--- config.mk ---
export PLATFORM = sky130hd
export DESIGN_NAME = bcd_conv_sched
export DESIGN_NICKNAME = d
export VERILOG_FILES = /design/src/rtl/bcd_pkg.sv /design/src/rtl/bcd_dabble_step.sv /design/src/rtl/bcd_conv_sched.sv
export SDC_FILE = /design/constraint.sdc
export NUM_CORES = 1
export LEC_CHECK = 0
export CORE_MARGIN = 3
export CORE_UTILIZATION = 55
export CTS_BUF_LIST = sky130_fd_sc_hd__clkbuf_8
export CTS_CLUSTER_SIZE = 28
export DETAILED_ROUTE_END_ITERATION = 10
export PLACE_DENSITY = 0.85
export SETUP_SLACK_MARGIN = 0.3
export SYNTH_ARGS = -nofsm -noshare
export SYNTH_HDL_FRONTEND = slang
export SYNTH_SLANG_ARGS = --single-unit
--- constraint.sdc ---
create_clock -name clk -period 3.9 [get_ports clk]
set_input_delay 0.39 -clock clk [delete_from_list [all_inputs] [get_ports clk]]
set_output_delay 0.39 -clock clk [all_outputs]
set_load 0.05 [all_outputs]
--- src/rtl/bcd_pkg.sv ---
// Shared definitions for the binary-to-BCD conversion scheduler:
// FSM state encoding, default widths, clamp limit and blank digit code.
package bcd_pkg;

    localparam int DEF_WIDTH  = 14;
    localparam int DEF_DIGITS = 4;
    localparam int MAX_VAL    = 9999;
    localparam int SHIFT_W    = DEF_WIDTH + 4 * DEF_DIGITS;

    // Digit code the segment decoder renders as an unlit digit
    localparam logic [3:0] BLANK = 4'hF;

    typedef enum logic {
        IDLE,
        SHIFT
    } state_t;

endpackage

--- src/rtl/bcd_dabble_step.sv ---
// One double-dabble iteration: every BCD digit field that is 5 or more gets
// 3 added, then the whole register shifts left by one bit. Purely
// combinational; the caller registers the result once per clock.
module bcd_dabble_step
    import bcd_pkg::*;
#(
    parameter int SRW = SHIFT_W,    // total register width
    parameter int LSB = DEF_WIDTH   // bit index of the lowest digit field
) (
    input  logic [SRW-1:0] din,
    output logic [SRW-1:0] dout
);

    localparam int NDIG = (SRW - LSB) / 4;

    logic [SRW-1:0] adj;

    // Adjust each digit field, then shift the adjusted register
    always_comb begin
        // NOTE: give every combinational output a full default first so no
        // path through the block leaves it unassigned and infers a latch.
        adj = din;
        for (int d = 0; d < NDIG; d++) begin
            if (din[LSB + 4*d +: 4] >= 4'd5) begin
                adj[LSB + 4*d +: 4] = din[LSB + 4*d +: 4] + 4'd3;
            end
        end
        dout = {adj[SRW-2:0], 1'b0};
    end

endmodule

--- src/rtl/bcd_conv_sched.sv ---
// Round-robin binary-to-BCD conversion scheduler for two value sources.
// A granted value is clamped to 9999 and converted by a sequential
// double-dabble, one add-3/shift step per clock, into four registered digits.
// Build option: define BCD_BLANK_EN to replace leading zero digits with the
// blank code when the result is latched (ones is never blanked).
module bcd_conv_sched
    import bcd_pkg::*;
#(
    parameter int WIDTH  = DEF_WIDTH,
    parameter int DIGITS = DEF_DIGITS
) (
    input  logic             clk,
    input  logic             rst,
    input  logic [1:0]       req,
    input  logic [WIDTH-1:0] value0,
    input  logic [WIDTH-1:0] value1,
    output logic [1:0]       gnt,
    output logic             busy,
    output logic             done,
    output logic             done_id,
    output logic [3:0]       thousands,
    output logic [3:0]       hundreds,
    output logic [3:0]       tens,
    output logic [3:0]       ones,
    output logic             ovf
);

    localparam int SRW   = WIDTH + 4 * DIGITS;
    localparam int CNT_W = $clog2(WIDTH + 1);
    localparam logic [CNT_W-1:0] LAST_STEP = CNT_W'(WIDTH - 1);
    localparam logic [WIDTH-1:0] CLAMP     = WIDTH'(MAX_VAL);

`ifdef BCD_BLANK_EN
    localparam bit BLANK_ON = 1'b1;
`else
    localparam bit BLANK_ON = 1'b0;
`endif

    state_t           state;
    logic [SRW-1:0]   sr;
    logic [SRW-1:0]   sr_next;
    logic [CNT_W-1:0] cnt;
    logic             prio;       // source that wins when both request
    logic             ovf_pend;   // clamp flag of the conversion in flight
    logic             id_pend;    // source of the conversion in flight

    logic             sel;
    logic [WIDTH-1:0] raw;
    logic             over;
    logic [WIDTH-1:0] clamped;

    logic [3:0]       d3, d2, d1, d0;
    logic [3:0]       o3, o2, o1, o0;

    bcd_dabble_step #(
        .SRW (SRW),
        .LSB (WIDTH)
    ) u_step (
        .din  (sr),
        .dout (sr_next)
    );

    // Pick the granted source and clamp its value to the displayable range
    always_comb begin
        sel = prio;
        if (req == 2'b01) begin
            sel = 1'b0;
        end else if (req == 2'b10) begin
            sel = 1'b1;
        end
        raw     = sel ? value1 : value0;
        over    = (raw > CLAMP);
        clamped = over ? CLAMP : raw;
    end

    // Digits after the final step, with optional leading-zero blanking
    always_comb begin
        d3 = sr_next[WIDTH + 12 +: 4];
        d2 = sr_next[WIDTH + 8  +: 4];
        d1 = sr_next[WIDTH + 4  +: 4];
        d0 = sr_next[WIDTH      +: 4];
        o3 = d3;
        o2 = d2;
        o1 = d1;
        o0 = d0;
        if (BLANK_ON && d3 == 4'd0) begin
            o3 = BLANK;
            if (d2 == 4'd0) begin
                o2 = BLANK;
                if (d1 == 4'd0) begin
                    o1 = BLANK;
                end
            end
        end
    end

    // Scheduler FSM: capture in IDLE, one dabble step per SHIFT cycle
    always_ff @(posedge clk or posedge rst) begin
        if (rst) begin
            state     <= IDLE;
            sr        <= '0;
            cnt       <= '0;
            prio      <= 1'b0;
            ovf_pend  <= 1'b0;
            id_pend   <= 1'b0;
            gnt       <= 2'b00;
            busy      <= 1'b0;
            done      <= 1'b0;
            done_id   <= 1'b0;
            thousands <= 4'd0;
            hundreds  <= 4'd0;
            tens      <= 4'd0;
            ones      <= 4'd0;
            ovf       <= 1'b0;
        end else begin
            // NOTE: non-blocking assignments keep every register reading the
            // pre-edge values, so ordering inside this block does not matter.
            gnt  <= 2'b00;
            done <= 1'b0;
            case (state)
                IDLE: begin
                    if (req != 2'b00) begin
                        sr       <= {{(SRW - WIDTH){1'b0}}, clamped};
                        cnt      <= '0;
                        ovf_pend <= over;
                        id_pend  <= sel;
                        prio     <= ~sel;
                        gnt      <= sel ? 2'b10 : 2'b01;
                        busy     <= 1'b1;
                        state    <= SHIFT;
                    end
                end
                SHIFT: begin
                    sr  <= sr_next;
                    cnt <= cnt + CNT_W'(1);
                    if (cnt == LAST_STEP) begin
                        thousands <= o3;
                        hundreds  <= o2;
                        tens      <= o1;
                        ones      <= o0;
                        ovf       <= ovf_pend;
                        done_id   <= id_pend;
                        done      <= 1'b1;
                        busy      <= 1'b0;
                        state     <= IDLE;
                    end
                end
                default: state <= IDLE;
            endcase
        end
    end

endmodule

# --- Word-level counts from Yosys, hierarchy flattened ---
# Cells that the tools add are included.
op_classes:
  muxes: 23
  n_bitwise: 2
  order_cmp: 5
  addsub: 5
  n_eq_ne: 5
  n_reduce_logical: 4
op_table:
  columns: ["operator", "count"]
  rows:
  - ["case mux 30 bit (2 select lines)", 1]
  - ["two-way mux 30 bit", 1]
  - ["two-way mux 14 bit", 2]
  - ["greater-or-equal comparator 4 x 3 -> 1 bit (second input constant)", 4]
  - ["two-way mux 4 bit", 4]
  - ["greater-than comparator 14 bit (second input constant)", 1]
  - ["adder 4 x 2 -> 4 bit (second input constant)", 3]
  - ["two-way mux 1 bit", 8]
  - ["case mux 4 bit (2 select lines)", 1]
  - ["two-way mux 2 bit", 3]
  - ["AND reduction 2 bit", 3]
  - ["adder 4 x 1 -> 4 bit (second input constant)", 1]
  - ["equality test 4 bit (second input constant)", 1]
  - ["case mux 1 bit (2 select lines)", 2]
  - ["adder 3 x 2 -> 3 bit (second input constant)", 1]
  - ["two-way mux 3 bit", 1]
  - ["equality test 2 x 1 -> 1 bit (second input constant)", 1]
  - ["equality test 2 bit (second input constant)", 1]
  - ["!= test 2 x 1 -> 1 bit (second input constant)", 1]
  - ["!= test 2 bit (second input constant)", 1]
  - ["NOT 1 bit", 2]
  - ["nonzero test 2 bit", 1]
totals:
  elab_cells: 59
  register_bits: 60
  out_inout_bits: 22
  inputBits: 32

# --- Logic depth before layout (Yosys ltp) ---
# Gate-level depths: netlist (run 1).
depth:
  depth_word: 8
  ltp_mapped: 7

# --- Modules after synthesis ---
# From an unflattened synthesis (run 1), not the netlist that was laid out.
unflattened:
  hier_cells: 379
  area_unflattened_um2: 3285.7
modules_own_cells:
  columns: ["module", "area_per_inst_um2", "cells_each", "n_inst"]
  rows:
  - ["bcd_conv_sched", 2783.9, 303, 1]
  - ["bcd_dabble_step", 501.7, 76, 1]

# --- Worst setup path before layout (run 1) ---
# No wires, ideal clock.
synth_path:
  path_type: "in2reg"
  start: "input port req[0]"
  end: "register sr[0]"
  slack_ps: 1952
  path_buffers: 2
  t_arrival_ps: 1803
  setup_time_ps: 144
  stages: 7
  cell_sequence: "buf_6 -> nand2b_2 -> buf_6 -> a21oi_4 -> mux2_4 -> o311ai_4 -> o2111ai_1"
synth_between:
  elab_chain_len: 8
  elab_cells_between_ends: 11
  cone_classes: "1 x order compare; 3 x eq/ne; 6 x mux; 1 x reduce/logical"
synth_lines:
  columns: ["item", "line_no", "rtl"]
  rows:
  - ["start, declared", "bcd_conv_sched.sv:14", "input logic [1:0] req,"]
  - ["equality test 2 bit", "bcd_conv_sched.sv:68", "end else if (req == 2'b10) begin"]
  - ["two-way mux 1 bit", "bcd_conv_sched.sv:68", null]
  - ["two-way mux 1 bit", "bcd_conv_sched.sv:66", "if (req == 2'b01) begin"]
  - ["two-way mux 14 bit", "bcd_conv_sched.sv:71", "raw = sel ? value1 : value0;"]
  - ["greater-than comparator 14 bit", "bcd_conv_sched.sv:72", "over = (raw > CLAMP);"]
  - ["two-way mux 14 bit", "bcd_conv_sched.sv:73", "clamped = over ? CLAMP : raw;"]
  - ["two-way mux 30 bit", "bcd_conv_sched.sv:122", "if (req != 2'b00) begin"]
  - ["case mux 30 bit (2 select lines)", "bcd_conv_sched.sv:120", "case (state)"]
  - ["end signal, assigned", "bcd_conv_sched.sv:123", "sr <= {{(SRW - WIDTH){1'b0}}, clamped};"]
  - ["end signal, assigned", "bcd_conv_sched.sv:134", "sr <= sr_next;"]
  - ["end, declared", "bcd_conv_sched.sv:40", "logic [SRW-1:0] sr;"]
# Parallel ways exist; a longest one is shown, timed or not. The select of a mux whose other input is x is not followed.
# A chain may end at the register's enable or synchronous reset.

# --- Worst setup path in the final report (run 1) ---
layout_path:
  start: "input port req[1]"
  end: "register sr[0]"
# The elaborated chain is that of the path after synthesis.

==> flow_metrics.env, run 1 <==
export IMPL_status="complete, no violations"
export IMPL_synth_xor_xnor_area_share_pct=1.12
export IMPL_clk_latency_ns=0.34
export IMPL_worst_path_buf_inv=1
export IMPL_path_max_fanout=13
export IMPL_num_antenna_cells=0
export IMPL_io_buffers=53
export IMPL_place_area_um2=3710
export IMPL_holdPathEnd="tens[0]"
export IMPL_r2r_end="ones[0]"
export IMPL_antenna_left=0
export IMPL_async_flop_share_pct=100
export IMPL_grt_pass1_wl_mm=11.9
export IMPL_muxShareOfSynthArea_pct=4.78
export IMPL_yosys_top_cells_area="dfrtp_1, nand2_1, a22o_1, ha_1, mux2i_1"
export IMPL_critPathTopFamily="compound AO/OA/AOI/OAI gates"
export IMPL_ys_seq_elements=60
export IMPL_min_delay_start="tens[0]"
export IMPL_core_region_area_um2=5300
export IMPL_p_per_area_nw_per_um2=810
export IMPL_start_kind="input pin"
export IMPL_met1_usage_pct=28.3
export IMPL_synth_seq_area_share_pct=47.8
export IMPL_ys_top_cells_by_count="nand2_1, dfrtp_1, inv_1"
export IMPL_post_route_util_pct=74.1
export IMPL_initial_core_util_pct=59.2
export IMPL_dp_hpwl_mm=4.99
export IMPL_postCtsHoldBufs=0
export IMPL_wl_per_cell_um=15.9
export IMPL_setup_tns_ns=0
export IMPL_synth_largest_area_cell="dfrtp_1"
export IMPL_place_ws_ns=1.05
export IMPL_cp_required_ns=4.10
export IMPL_area_delta_synth_final_pct=25.0
export IMPL_hold_path_class="flip-flop to flip-flop"
export IMPL_synth_top_family_by_area="compound AO/OA/AOI/OAI gates"
export IMPL_rr_worst_depth=6
export IMPL_cts_resized=0
export IMPL_fmax_ghz=0.400
export IMPL_synth_fa_ha_area_share_pct=3.98
export IMPL_cp_slowest_cell="clkdlybuf4s50_1"
export IMPL_worst_ir_drop_vdd_mv=0.394
export IMPL_yosysMostFrequentCell="nand2_1"
export IMPL_dr_pass1_iters=4
export IMPL_p_leak_nw=1.88
export IMPL_synth_top_area_share_pct=47.8
export IMPL_die_w_um=81.6
export IMPL_grt_antenna_before_repair=0
export IMPL_clk_pin_slew_ns=0.07
export IMPL_drv_cap=0
export IMPL_layout_nets=416
export IMPL_rrSetupSlack_ns=1.45
export IMPL_critPathKind="input pin to flip-flop"
export IMPL_dieArea_um2=6660
export IMPL_crit_arrival_ns=2.70
export IMPL_first_global_vias=2575
export IMPL_ys_flop_type="dfrtp_1"
export IMPL_synthCells=321
export IMPL_ys_types=44
export IMPL_grt_busiest_layer="met2"
export IMPL_use_met3_pct=5.04
export IMPL_worst_pin_slew_ns=0.942
export IMPL_layout_min_cycle_time_ns=2.50
export IMPL_grtUsageMet2_pct=41.9
export IMPL_grt_use_total_pct=23.8
export IMPL_synth_warnings=0
export IMPL_die_h_um=81.6
export IMPL_io_pins=54
export IMPL_fin_area_um2=3930
export IMPL_r2r_start="cnt[1]"
export IMPL_hold_viol_final=0
export IMPL_numCtsBuffers=9
export IMPL_grt_overflow=0
export IMPL_rows=26
export IMPL_layout_setup_ws_ns=1.40
export IMPL_hold_path_depth=2
export IMPL_fin_crit_sh_pct=64.0
export IMPL_cts_setup_buffers=0
export IMPL_syn_area_um2=3140
export IMPL_drive_above_1_share_pct=8.44
export IMPL_synth_simple_area_share_pct=16.7
export IMPL_synth_compound_area_share_pct=20.7
export IMPL_cp_cell_sequence="clkdlybuf4s50_1 > nand2b_2 > a21oi_4 > mux2_4 > o311ai_4 > o2111ai_1"
export IMPL_slew_headroom_pct=37.0
export IMPL_root_buffer="clkbuf_8"
export IMPL_routed_via_density=5.80
export IMPL_tritoncts="done"
export IMPL_crit_path_end_kind="flip-flop"
export IMPL_synth_nets=363
export IMPL_synth_edf_count=0
export IMPL_fin_skew_ns=0.00730
export IMPL_startpoint="req[1]"
export IMPL_rsz0062_at_grt="no"
export IMPL_whs_ns=0.475
export IMPL_drt_wl_total_mm=7.15
export IMPL_vias=2603
export IMPL_drt_iter0_drc=174
export IMPL_gp_congestion=0.837
export IMPL_htree_num_levels=3
export IMPL_clockBufferDepth=2
export IMPL_cts_sinks=60
export IMPL_synth_area_per_cell_um2=9.79
export IMPL_setup_viol=0
export IMPL_drcViolationCount=0
export IMPL_slowest_delay_ns=0.65
export IMPL_drv_slew=0
export IMPL_grt_max_degree=42
cells by family after synthesis:
family                   Yosys count
AO/OA/AOI/OAI                     84
adder cells (fa/ha/maj)           10
multiplexers                      14
flip-flops                        60
AND/OR/NAND/NOR                  115
buffers and inverters             34
XOR/XNOR                           4
final cells by class:
class	instances	area [µm²]
Timing Repair Buffer	57	561
Fill cell	379	1380
Multi-Input combinational cell	227	1490
Tap cell	70	87.6
Clock buffer	10	138
Sequential cell	60	1500
Clock inverter	6	78.8
Inverter	19	71.3
tightest hold or removal path: stages, from the launching register on:
cell	delay, ns
dfrtp_1	0.34
nand2_1	0.05
nand2_1	0.05
stage by stage:
step | total power, mW | cells
after floorplan | 2.13 | 321
after global placement | 2.47 | 433
after detailed placement | 2.56 | 433
after CTS | 3.19 | 449
after global routing | 3.39 | 449
final | 3.18 | 449
per-layer routing:
| metal | up-vias | share of wire, % |
|---|---|---|
| met5 | - | 0 |
| met4 | 0 | 1.9 |
| met3 | 13 | 3.8 |
| met2 | 69 | 55 |
| met1 | 1284 | 40 |
| li1 | 1237 | - |
registers in the layout, indices dropped and copies added, names as in the netlist:
name / count
ones: 4
prio: 1
busy: 1
gnt: 2
sr: 30
state: 1
hundreds: 4
thousands: 4
tens: 4
done: 1
ovf: 1
done_id: 1
id_pend: 1
cnt: 4
ovf_pend: 1
worst max-delay path by stage:
stage / endpoint / slack, ns / depth (start not counted)
6_report: sr[0] / 1.40 / 6
5_1_grt: ones[1] / 1.10 / 6
4_1_cts: ones[0] / 1.39 / 6
3_5_place_dp: sr[0] / 1.05 / 6
3_3_place_gp: sr[0] / 1.14 / 6
2_1_floorplan: sr[0] / 1.95 / 7
layout by cell type (no fill, tap or decap), types with 9 or more instances in the layout:
cell type	count
ha_1	10
a21oi_1	9
clkdlybuf4s50_1	53
nor2_1	11
nand2_1	64
inv_1	19
mux2i_1	12
o21ai_0	17
nand3_1	12
a22o_1	17
dfrtp_1	60
clkbuf_8	10
power breakdown:
| part | total, mW | switching, mW | leakage (nW) | internal (mW) |
|---|---|---|---|---|
| Clock | 0.622 | 0.250 | 0.117 | 0.372 |
| Combinational | 1.46 | 0.862 | 0.991 | 0.598 |
| Sequential | 1.10 | 0.216 | 0.768 | 0.882 |
| Total | 3.18 | 1.33 | 1.88 | 1.85 |
No activity file was read; power rests on OpenSTA's default activity.
==> inputs of run 2 (changes only) <==
==> constraint.sdc (replaced) <==
create_clock -name clk -period 2.5 [get_ports clk]
set_input_delay 0.25 -clock clk [delete_from_list [all_inputs] [get_ports clk]]
set_output_delay 0.25 -clock clk [all_outputs]
set_load 0.05 [all_outputs]
==> flow_metrics.env, run 2 (same netlist as run 1, synthesis figures left out) <==
export IMPL_dieArea_um2=6660
export IMPL_initial_core_util_pct=59.2
export IMPL_largest_reg_flops=30
export IMPL_grt_busiest_layer="met2"
export IMPL_use_met3_pct=5.92
export IMPL_crit_arrival_ns=2.26
export IMPL_critPathKind="input pin to flip-flop"
export IMPL_grt_overflow=0
export IMPL_crit_path_end_kind="flip-flop"
export IMPL_io_pins=54
export IMPL_slew_headroom_pct=50.1
export IMPL_sequentialPowerShare_pct=36.0
export IMPL_swShare_pct=42.7
export IMPL_p_sw_mw=2.03
export IMPL_antenna_left=0
export IMPL_r2r_end="sr[0]"
export IMPL_status="complete, no violations"
export IMPL_p_leak_nw=1.87
export IMPL_core_region_area_um2=5300
export IMPL_layout_min_cycle_time_ns=2.00
export IMPL_rr_worst_depth=5
export IMPL_rrSetupSlack_ns=0.61
export IMPL_pwr_share_comb_pct=47.6
export IMPL_clockBufferDepth=2
export IMPL_fmax_ghz=0.499
export IMPL_r2r_start="prio"
export IMPL_area_delta_synth_final_pct=25.2
export IMPL_worst_path_buf_inv=2
export IMPL_cts_setup_buffers=0
export IMPL_clk_latency_ns=0.34
export IMPL_p_int_mw=2.73
export IMPL_clk_pin_slew_ns=0.07
export IMPL_setup_tns_ns=0
export IMPL_rows=26
export IMPL_final_cell_mix="nand2_1, dfrtp_1, clkdlybuf4s50_1, inv_1"
export IMPL_routed_via_density=5.71
export IMPL_setup_viol=0
export IMPL_wl_per_cell_um=15.1
export IMPL_p_per_area_nw_per_um2=1210
export IMPL_worst_pin_slew_ns=0.748
export IMPL_cts_resized=0
export IMPL_cts_sinks=60
export IMPL_rsz0062_at_grt="no"
export IMPL_cp_cell_sequence="clkdlybuf4s50_1 > buf_4 > a21boi_1 > a32oi_1 > nor2_1 > nand2_1 > o2111ai_1"
export IMPL_hold_path_class="input pin to async pin"
export IMPL_cp_endpoint="sr[0]"
export IMPL_drt_iter0_drc=281
export IMPL_grt_pass1_wl_mm=11.6
export IMPL_io_buffers=53
export IMPL_postCtsHoldBufs=0
export IMPL_first_global_vias=2538
export IMPL_crit_cells=7
export IMPL_cp_slowest_cell="clkdlybuf4s50_1"
export IMPL_root_buffer="clkbuf_8"
export IMPL_fin_crit_sh_pct=80.1
export IMPL_grt_max_degree=61
export IMPL_drive_above_1_share_pct=9.90
export IMPL_critPathTopFamily="buffers and inverters"
export IMPL_die_h_um=81.6
export IMPL_met1_usage_pct=27.4
export IMPL_drv_cap=0
export IMPL_tritoncts="done"
export IMPL_whs_ns=0.454
export IMPL_path_max_fanout=8
export IMPL_drt_wl_total_mm=6.86
export IMPL_die_w_um=81.6
export IMPL_dp_hpwl_mm=4.91
export IMPL_layout_nets=422
export IMPL_slowest_delay_ns=0.56
export IMPL_hold_viol_final=0
export IMPL_final_common_cell="nand2_1"
export IMPL_numCtsBuffers=9
export IMPL_gp_congestion=0.857
export IMPL_grtUsageMet2_pct=37.8
export IMPL_drv_slew=0
export IMPL_dr_pass1_iters=4
export IMPL_cp_required_ns=2.75
export IMPL_drcViolationCount=0
export IMPL_vias=2591
export IMPL_num_antenna_cells=0
export IMPL_fin_skew_ns=0.00785
export IMPL_startpoint="req[0]"
export IMPL_largest_register="sr"
export IMPL_power_frac_clock_pct=16.4
export IMPL_start_kind="input pin"
export IMPL_grt_antenna_before_repair=0
export IMPL_htree_num_levels=3
export IMPL_worst_ir_drop_vdd_mv=0.667
export IMPL_grt_use_total_pct=22.9
[run 2: cell count changes in the layout (fill, tap and decap cells not counted), sizes merged]
cell and delta:
inv -1, clkbuf +1, bufinv -2, clkinvlp +2
clkinv -1, buf +6
[run 2: worst min path at each step]
stage,startpoint,to,slack [ns],cells after the start
6_report,rst,done_id,0.45,3
3_3_place_gp,hundreds[1],hundreds[1],0.46,2
5_1_grt,tens[0],tens[0],0.50,2
3_5_place_dp,busy,busy,0.46,2
4_1_cts,rst,gnt[1],0.47,3
2_1_floorplan,ovf_pend,ovf,0.44,2
[run 2: stage by stage]
step | cells | cell area, µm² | power (mW) | util, % | setup slack (ns)
3_3_place_gp | 439 | 3760 | 3.88 | 70.8 | 0.320
5_1_grt | 454 | 3930 | 5.10 | 74.2 | 0.380
2_1_floorplan | 321 | 3140 | 3.33 | - | 0.692
6_report | 454 | 3930 | 4.76 | 74.2 | 0.497
4_1_cts | 454 | 3930 | 4.78 | 74.2 | 0.534
3_5_place_dp | 439 | 3760 | 3.99 | 70.8 | 0.212
[run 2: per-layer routing]
metal / up-vias / part of all wire, %
met5: - / 0
met4: 0 / 2.6
met3: 19 / 4.9
met2: 78 / 50
met1: 1245 / 43
li1: 1249 / -
[run 2: cell type report]
type / count / area (µm²)
Clock buffer: 11 / 151
Inverter: 19 / 71.3
Timing Repair Buffer: 63 / 606
Multi-Input combinational cell: 227 / 1490
Clock inverter: 4 / 25.0
Fill cell: 391 / 1370
Tap cell: 70 / 87.6
Sequential cell: 60 / 1500
[run 2: power by group through the flow]
stage | Clock (mW) | Combinational, mW | Sequential, mW
detailed placement | 0 | 2.27 | 1.72
global placement | 0 | 2.18 | 1.70
global route | 0.831 | 2.51 | 1.77
CTS | 0.788 | 2.28 | 1.71
floorplan | 0 | 1.23 | 2.10
finish | 0.780 | 2.26 | 1.72
[run 2: worst reg2reg max path, cell delays in order, from the launching register on]
cell and delay, ns:
dfrtp_1 0.55, a21boi_1 0.44, a32oi_1 0.10, nor2_1 0.28, nand2_1 0.27, o2111ai_1 0.17
